File: src/rtl/icache_direct_pkg.sv
`default_nettype none
// +----------------------------------------------------------------------+
// | icache_direct_pkg                                                    |
// | Shared defaults and FSM state encoding for the direct-mapped I-cache |
// | Rev 1.0                                                              |
// +----------------------------------------------------------------------+
package icache_direct_pkg;

  localparam int ICACHE_IDX_BITS = 6;
  localparam int ICACHE_ADDR_W   = 32;
  localparam int ICACHE_DATA_W   = 32;

  typedef enum logic [1:0] {
    IC_IDLE  = 2'd0,
    IC_MISS  = 2'd1,
    IC_DRAIN = 2'd2
  } ic_state_t;

endpackage
`default_nettype wire

File: src/rtl/icache_direct_array.sv
`default_nettype none
// +----------------------------------------------------------------------+
// | icache_array                                                         |
// | Valid/tag/data storage: one combinational read port, one write port  |
// | Rev 1.0                                                              |
// +----------------------------------------------------------------------+
module icache_array
  import icache_direct_pkg::*;
#(
  parameter int IDX_BITS = ICACHE_IDX_BITS,
  parameter int TAG_W    = ICACHE_ADDR_W - 2 - ICACHE_IDX_BITS,
  parameter int DATA_W   = ICACHE_DATA_W
) (
  input  logic                clk,
  input  logic                rst,
  input  logic [IDX_BITS-1:0] i_rd_idx,
  output logic                o_rd_valid,
  output logic [TAG_W-1:0]    o_rd_tag,
  output logic [DATA_W-1:0]   o_rd_data,
  input  logic                i_we,
  input  logic [IDX_BITS-1:0] i_wr_idx,
  input  logic [TAG_W-1:0]    i_wr_tag,
  input  logic [DATA_W-1:0]   i_wr_data
);

  localparam int DEPTH = 1 << IDX_BITS;

  logic [DEPTH-1:0]  r_valid;
  logic [TAG_W-1:0]  r_tag  [DEPTH];
  logic [DATA_W-1:0] r_data [DEPTH];

  // Only the valid bits need reset; stale tag/data are masked by valid.
  always_ff @(posedge clk or posedge rst) begin
    if (rst) begin
      r_valid <= '0;
    end else if (i_we) begin
      r_valid[i_wr_idx] <= 1'b1;
    end
  end

  always_ff @(posedge clk) begin
    if (i_we) begin
      r_tag[i_wr_idx]  <= i_wr_tag;
      r_data[i_wr_idx] <= i_wr_data;
    end
  end

  assign o_rd_valid = r_valid[i_rd_idx];
  assign o_rd_tag   = r_tag[i_rd_idx];
  assign o_rd_data  = r_data[i_rd_idx];

endmodule
`default_nettype wire

File: src/rtl/icache_direct.sv
`default_nettype none
// +----------------------------------------------------------------------+
// | icache_direct                                                        |
// | Direct-mapped one-word-line I-cache with single outstanding refill   |
// | Rev 1.0                                                              |
// +----------------------------------------------------------------------+
module icache_direct
  import icache_direct_pkg::*;
#(
  parameter int IDX_BITS = ICACHE_IDX_BITS,
  parameter int ADDR_W   = ICACHE_ADDR_W
) (
  input  logic              clk_in,
  input  logic              rst_in,
  input  logic              rdy_in,
  input  logic              if_req,
  input  logic [ADDR_W-1:0] if_addr,
  input  logic              flush,
  output logic              if_valid,
  output logic [31:0]       if_ins,
  output logic              mem_need,
  output logic [ADDR_W-1:0] mem_addr,
  input  logic              mem_ready,
  input  logic [31:0]       mem_ins
);

  localparam int TAG_W = ADDR_W - 2 - IDX_BITS;

  ic_state_t           r_state;
  logic [TAG_W-1:0]    r_miss_tag;
  logic [IDX_BITS-1:0] r_miss_idx;
  logic                r_if_valid;
  logic [31:0]         r_if_ins;
  logic                r_mem_need;
  logic [ADDR_W-1:0]   r_mem_addr;

  logic [IDX_BITS-1:0] w_idx;
  logic [TAG_W-1:0]    w_tag;
  logic                w_rd_valid;
  logic [TAG_W-1:0]    w_rd_tag;
  logic [31:0]         w_rd_data;
  logic                w_hit;
  logic                w_fill;
  logic                w_unused;

  assign w_idx    = if_addr[IDX_BITS+1:2];
  assign w_tag    = if_addr[ADDR_W-1:IDX_BITS+2];
  assign w_unused = ^if_addr[1:0];
  assign w_hit    = w_rd_valid && (w_rd_tag == w_tag);
  // A returning word always fills, even after a flush, so the line is not lost.
  assign w_fill   = rdy_in && mem_ready && (r_state != IC_IDLE);

  icache_array #(
    .IDX_BITS (IDX_BITS),
    .TAG_W    (TAG_W),
    .DATA_W   (32)
  ) u_array (
    .clk        (clk_in),
    .rst        (rst_in),
    .i_rd_idx   (w_idx),
    .o_rd_valid (w_rd_valid),
    .o_rd_tag   (w_rd_tag),
    .o_rd_data  (w_rd_data),
    .i_we       (w_fill),
    .i_wr_idx   (r_miss_idx),
    .i_wr_tag   (r_miss_tag),
    .i_wr_data  (mem_ins)
  );

  always_ff @(posedge clk_in or posedge rst_in) begin
    if (rst_in) begin
      r_state    <= IC_IDLE;
      r_miss_tag <= '0;
      r_miss_idx <= '0;
      r_if_valid <= 1'b0;
      r_if_ins   <= '0;
      r_mem_need <= 1'b0;
      r_mem_addr <= '0;
    end else if (rdy_in) begin
      r_if_valid <= 1'b0;
      case (r_state)
        IC_IDLE: begin
          if (!flush && if_req) begin
            if (w_hit) begin
              r_if_valid <= 1'b1;
              r_if_ins   <= w_rd_data;
            end else begin
              r_miss_tag <= w_tag;
              r_miss_idx <= w_idx;
              r_mem_addr <= {if_addr[ADDR_W-1:2], 2'b00};
              r_mem_need <= 1'b1;
              r_state    <= IC_MISS;
            end
          end
        end
        IC_MISS: begin
          if (mem_ready) begin
            r_mem_need <= 1'b0;
            r_state    <= IC_IDLE;
            if (!flush) begin
              r_if_valid <= 1'b1;
              r_if_ins   <= mem_ins;
            end
          end else if (flush) begin
            r_state <= IC_DRAIN;
          end
        end
        IC_DRAIN: begin
          if (mem_ready) begin
            r_mem_need <= 1'b0;
            r_state    <= IC_IDLE;
          end
        end
        default: r_state <= IC_IDLE;
      endcase
    end
  end

  assign if_valid = r_if_valid;
  assign if_ins   = r_if_ins;
  assign mem_need = r_mem_need;
  assign mem_addr = r_mem_addr;

endmodule
`default_nettype wire

File: config.mk
export PLATFORM = sky130hd
export DESIGN_NAME = icache_direct
export DESIGN_NICKNAME = d
export VERILOG_FILES = /design/src/rtl/icache_direct_pkg.sv /design/src/rtl/icache_direct_array.sv /design/src/rtl/icache_direct.sv
export SDC_FILE = /design/constraint.sdc
export NUM_CORES = 2
export LEC_CHECK = 0
export CORE_MARGIN = 2
export CORE_UTILIZATION = 30
export CTS_CLUSTER_DIAMETER = 50
export DETAILED_ROUTE_END_ITERATION = 8
export GPL_ROUTABILITY_DRIVEN = 0
export PLACE_DENSITY = 0.44
export SYNTH_ARGS = -nofsm -noshare
export SYNTH_HDL_FRONTEND = slang
export SYNTH_HIERARCHICAL = 1
export SYNTH_SLANG_ARGS = --single-unit
File: constraint.sdc
create_clock -name clk_in -period 7.4 [get_ports clk_in]
set_clock_uncertainty 0.1 [all_clocks]
set_input_delay 1.48 -clock clk_in [delete_from_list [all_inputs] [get_ports clk_in]]
set_output_delay 1.48 -clock clk_in [all_outputs]
set_load 0.03 [all_outputs]
# After elaboration in Yosys (flattened, before gate mapping)
# Memories as Yosys holds them, arrays and structs flattened.
# Cells that the tools add are included.
[classes]
magnitude_cmp = 3
eq_ne = 11
mux = 26
n_bitwise = 2
n_reduce_logical = 15
[ops]
columns = ["operator", "n"]
rows = [
  ["two-way mux 32 bit", 4],
  ["bitwise OR 64 bit", 1],
  ["one-hot mux 32 bit (2 select lines)", 1],
  ["equality test 24 bit", 1],
  ["less-than comparator 6 x 7 -> 1 bit, second input constant", 2],
  ["!= test 2 bit, second input constant", 6],
  ["two-way mux 1 bit", 11],
  ["two-way mux 2 bit", 5],
  ["AND reduction 5 bit", 2],
  ["binary-select mux 1 bit (select 6 bit)", 1],
  ["demux 1 bit (select 6 bit)", 1],
  ["greater-or-equal comparator 6 x 1 -> 1 bit, second input constant", 1],
  ["one-hot mux 2 bit (3 select lines)", 1],
  ["AND reduction 6 bit", 1],
  ["nonzero test 2 bit", 3],
  ["logical AND 1 bit", 5],
  ["one-hot mux 1 bit (2 select lines)", 2],
  ["AND reduction 4 bit", 1],
  ["!= test 3 bit, second input constant", 1],
  ["equality test 2 x 1 -> 1 bit, second input constant", 1],
  ["equality test 2 bit, second input constant", 1],
  ["zero test 2 bit", 1],
  ["!= test 2 x 1 -> 1 bit, second input constant", 1],
  ["OR reduction 2 bit", 1],
  ["other kinds (2)", 2],
]
[totals]
reg_bits = 160
ram_bits = 3584
input_bits = 70
output_inout_bits = 66
wordCells = 67
n_memories = 2
[mem_list]
columns = ["name", "words", "width", "read_ports", "rd_ports_with_merged_regs", "write_ports", "line_no", "text"]
rows = [
  ["u_array.r_data", 64, 32, 1, 0, 1, "icache_direct_array.sv:30", "logic [DATA_W-1:0] r_data [DEPTH];"],
  ["u_array.r_tag", 64, 24, 1, 0, 1, "icache_direct_array.sv:29", "logic [TAG_W-1:0] r_tag [DEPTH];"],
]

# Longest topological paths before layout
[logic_depth]
depth_word = 6
ltp_mapped = 17

# Cells and area by module
# The synthesis kept the hierarchy.
[modules_own_cells]
columns = ["mod", "instances", "cells_per_inst", "area_each_um2"]
rows = [
  ["icache_array", 1, 5961, 138308.9],
  ["icache_direct", 1, 242, 3326.9],
]

# Worst setup path after synthesis
# No wires, ideal clock.
[synth_path]
path_type = "in2reg"
start = "input rdy_in"
end = "register u_array.r_valid[24]"
setup_time_ps = 88
arrival_time_ps = 6452
required_time_ps = 7212
slack_ps = 759
stages = 5
cell_sequence = "and3_1 nand4b_1 or2_2 nor3_1 or2_2"
[synth_via]
elab_chain_len = 2
[synth_rtl]
columns = ["item", "line_no", "text"]
rows = [
  ["from (decl)", "icache_direct.sv:15", "input logic rdy_in,"],
  ["logical AND 1 bit (2 in a row)", "icache_direct.sv:51", "assign w_fill = rdy_in && mem_ready && (r_state != IC_IDLE);"],
  ["to (signal assigned)", "icache_direct_array.sv:35", "r_valid <= '0;"],
  ["to (signal, indexed assignment)", "icache_direct_array.sv:37", "r_valid[i_wr_idx] <= 1'b1;"],
  ["to (decl)", "icache_direct_array.sv:28", "logic [DEPTH-1:0] r_valid;"],
]
# No other way between the ends.
# A chain may end at the register's enable or synchronous reset.

# Worst setup path in the final report
[layout_path]
start = "input if_addr[7]"
end = "register r_miss_idx[3]"
[layout_via]
elab_chain_len = 5
[layout_rtl]
columns = ["item", "line_no", "text"]
rows = [
  ["from (decl)", "icache_direct.sv:17", "input logic [ADDR_W-1:0] if_addr,"],
  ["memory read (64 x 24 bit)", "--", ""],
  ["net w_rd_tag[2]", "icache_direct.sv:40", "logic [TAG_W-1:0] w_rd_tag;"],
  ["equality test 24 bit", "icache_direct.sv:49", "assign w_hit = w_rd_valid && (w_rd_tag == w_tag);"],
  ["logical AND 1 bit", "icache_direct.sv:49", ""],
  ["NOT 1 bit (no source line)", "--", ""],
  ["AND reduction 4 bit (no source line)", "--", ""],
  ["to (signal assigned)", "icache_direct.sv:89", "r_miss_idx <= w_idx;"],
  ["to (decl)", "icache_direct.sv:31", "logic [IDX_BITS-1:0] r_miss_idx;"],
]
# The timed path passes the listed nets, and every way through them passes these cells. The select of a mux whose other input is x is not followed.

==> impl_metrics.yaml <==
cells_and_area:
  layoutNonFillerInstCount: 13300
  utilization_pct: 35.5
  syn_to_final_growth_pct: 18.1
  nFillCells: 43100
  nets: 6801
  drive_above_1_share_pct: 31.2
synthesis:
  synth_cells: 6203
  synth-compound-area-share_pct: 2.42
  synth_top_family_by_area: "multiplexers"
  yosysWarnings: 6
  synth_area_um2: 142000
  yosys.area.top_type_share_pct: 76.0
  synth-xor-area-share_pct: 0.148
  ys_ff_latch: 3714
  yosys.area_share.simple_pct: 1.29
  async_flop_share_pct: 3.50
  yosysTopAreaCell: "edfxtp_1"
  synth-main-ff-cell: "edfxtp_1"
  muxShareOfSynthArea_pct: 16.5
  avgSynthCellArea_um2: 22.8
  yosysUniqueCellTypes: 53
  synth_seq_area_share_pct: 78.3
  synth_edf_count: 3584
  synthAdderAreaFrac_pct: 0.0265
  synth.area.top_cells: "edfxtp_1, mux4_2, dfrtp_1"
worst_setup_path:
  arrival_ns: 6.47
  r2r.worst_path.cells: 7
  critPathRequiredTime_ns: 8.17
  critPathKind: "in -> reg"
  r2r_slack_ns: 2.92
  reg2reg_to: "u_array/r_data[19][15]$_DFFE_PP_"
  worstPathMaxFanout: 23
  worst_setup_path_start_kind: "input port"
  r2r-start: "r_state[0]$_DFFE_PP0P_"
  end_kind: "register"
place:
  portBuffers: 131
  hpwl_um: 257000
  placed_cells: 12500
sta:
  slew_headroom_pct: 16.0
  setup_viol: 0
  period_minus_slack_ns: 5.69
  slew_viol_final: 0
  timing.setup.tns_ns: 0
  worst_slew_pin_slew_ns: 1.26
  rsz0062_at_grt: "no"
  fin_crit_sh_pct: 76.9
  hold_viol: 0
  fmax_mhz: 176
global_route:
  antenna_found_initial: 41
  grt_max_degree: 100
  grt_pass1_vias: 71900
  grtUsageTotal_pct: 19.0
  grt_pass1_wl_um: 629000
  grt-ovfl-total: 0
floorplanning:
  die-area_um2: 478000
  core.rowCount: 252
  start_util_pct: 30.1
  io_pins: 136
  core_area_um2: 471000
  die-height_um: 691
  die_w_um: 691
route:
  vias_per_cell: 5.30
  routedWlPerCell_um: 34.9
  routed_wirelength_um: 466000
  vias: 70700
  firstDrtPassIters: 5
  drt_iter0_drc: 7635
  ant_nets: 0
  drc: 0
clocking:
  cts_tree: "built"
  clk_latency_ns: 1.00
  clkTransAtPathRegs_ns: 0.05
  postCtsSetupRepairBufs: 0
  cts.sinks: 3714
  cts_hold_buf: 0
  clock-root-buffer: "clkbuf_16"
  cts_inserted_buffers: 434
  cts_resized: 0
  clock_path_buffers: 4
  h-tree-depth: 5
hold_path:
  hold_path_startpoint: "u_array/r_valid[18]$_DFFE_PP0P_"
  min_to: "u_array/r_valid[18]$_DFFE_PP0P_"
  hold_class: "reg -> reg"
  holdPathStages: 1
run_status:
  outcome: "completed"
pwr:
  p_leak_uw: 0.0528
  p_per_area_nw_per_um2: 311
  ir_drop_mv: 0.275
job:
  cap_viol_max_count: 0
-- flip-flops by register name, indices dropped and copies added, names as in the netlist --
name and flops:
if_valid 1, r_miss_tag 23, if_ins 32, u_array/r_valid 64, mem_addr 2, u_array/r_tag 1536
mem_need 1, r_miss_idx 5, u_array/r_data 2048, r_state 2
-- metal layers --
| metal | up-vias | GRT usage (%) | part of all wire (%) |
|---|---|---|---|
| met3 | 604 | 2.81 | 5.8 |
| met1 | 40000 | 26.5 | 43 |
| met5 | - | 0 | 0.0084 |
| met4 | 8 | 4.30 | 2.4 |
| met2 | 2547 | 31.5 | 48 |
| li1 | 27600 | - | - |
-- worst max path at each step --
stage | end | slack (ns) | startpoint | cells past startpoint
after global placement | mem_addr[7]$_DFFE_PP0P_ | 0.75 | if_addr[7] | 13
after detailed placement | r_miss_idx[2]$_DFFE_PP0P_ | 0.69 | if_addr[7] | 13
after floorplan | u_array/r_valid[24]$_DFFE_PP0P_ | 0.76 | rdy_in | 5
after CTS | r_miss_idx[3]$_DFFE_PP0P_ | 1.81 | if_addr[7] | 13
after global routing | r_miss_idx[3]$_DFFE_PP0P_ | 1.65 | if_addr[7] | 13
final | r_miss_idx[3]$_DFFE_PP0P_ | 1.71 | if_addr[7] | 13
-- Yosys cell counts (all sizes together) (2+ instances only) --
cell type / n
nor4: 2
nor3: 5
a41o: 2
xnor2: 24
buf: 214
a211oi: 4
a21oi: 114
and2: 3
nand4: 8
ha: 3
o211ai: 3
clkbuf: 136
nand2b: 12
o22ai: 109
dfrtp: 130
edfxtp: 3584
inv: 8
o221ai: 57
nor2b: 12
a221oi: 106
or2: 69
mux2i: 188
nand3b: 5
a2111oi: 5
a31oi: 2
o21ai: 111
nand2: 73
mux4: 907
mux2: 99
nor2: 181
or3b: 4
nand3: 9
or3: 2
and3: 2
-- logic make-up after synthesis --
group	Yosys count
AND/OR/NAND/NOR	390
XOR/XNOR	24
other	1
flip-flops	3714
multiplexers	1194
buffers and inverters	358
adder cells (fa/ha/maj)	3
AO/OA/AOI/OAI	519
-- power by group --
part,internal (uW),switching (uW)
Sequential,24800,473
Combinational,1390,3370
Clock,13100,8830
Total,39300,12700
-- layout make-up --
class                      count  area, um2  share of cell area [%]
tap                         6223       7790                    4.65
sequential                  3714     111000                    66.3
inverter                       8       40.0                  0.0239
multi-input combinational   2132      29500                    17.6
antenna                        7       17.5                  0.0105
clock inverter               288       3190                    1.91
timing repair buffer         438       4320                    2.58
clock buffer                 521      11500                    6.89
-- metrics by stage --
stage	hold WS (ns)	power [uW]	setup slack (ns)	area (um2)
finish	0.361	52000	1.71	167000
global route	0.375	53600	1.65	167000
CTS	0.363	52500	1.81	167000
detailed placement	0.348	30600	0.686	153000
global placement	0.346	30400	0.754	153000
floorplan	0.334	28000	0.759	142000
-- layout by cell type (no fill, tap or decap), types with 62 or more instances in the layout --
master,Yosys,routed
clkdlybuf4s50_1,0,94
buf_12,0,67
nor2_1,181,118
mux2_2,98,98
mux4_2,907,907
clkinv_1,0,66
o22ai_1,109,109
o21ai_0,107,107
clkinv_2,0,77
mux2i_1,188,188
a21oi_1,113,112
a221oi_1,106,106
edfxtp_1,3584,3584
clkbuf_1,134,64
nand2_1,73,71
or2_2,69,67
buf_4,41,240
nor2_4,0,62
dfrtp_1,130,106
clkbuf_16,0,444
-- critical path, cell delays in order --
cell and delay [ns]:
clkdlybuf4s50_1 0.93, nand2b_4 0.67, o221ai_1 0.24, a21oi_1 0.41
a21oi_1 0.18, nor2_1 0.43, xnor2_1 0.20, nand4_1 0.17
nor3_1 0.10, buf_4 0.17, a21oi_4 0.73, buf_12 0.26
mux2_2 0.35
Note: power is estimated with default switching activity, not from simulation.
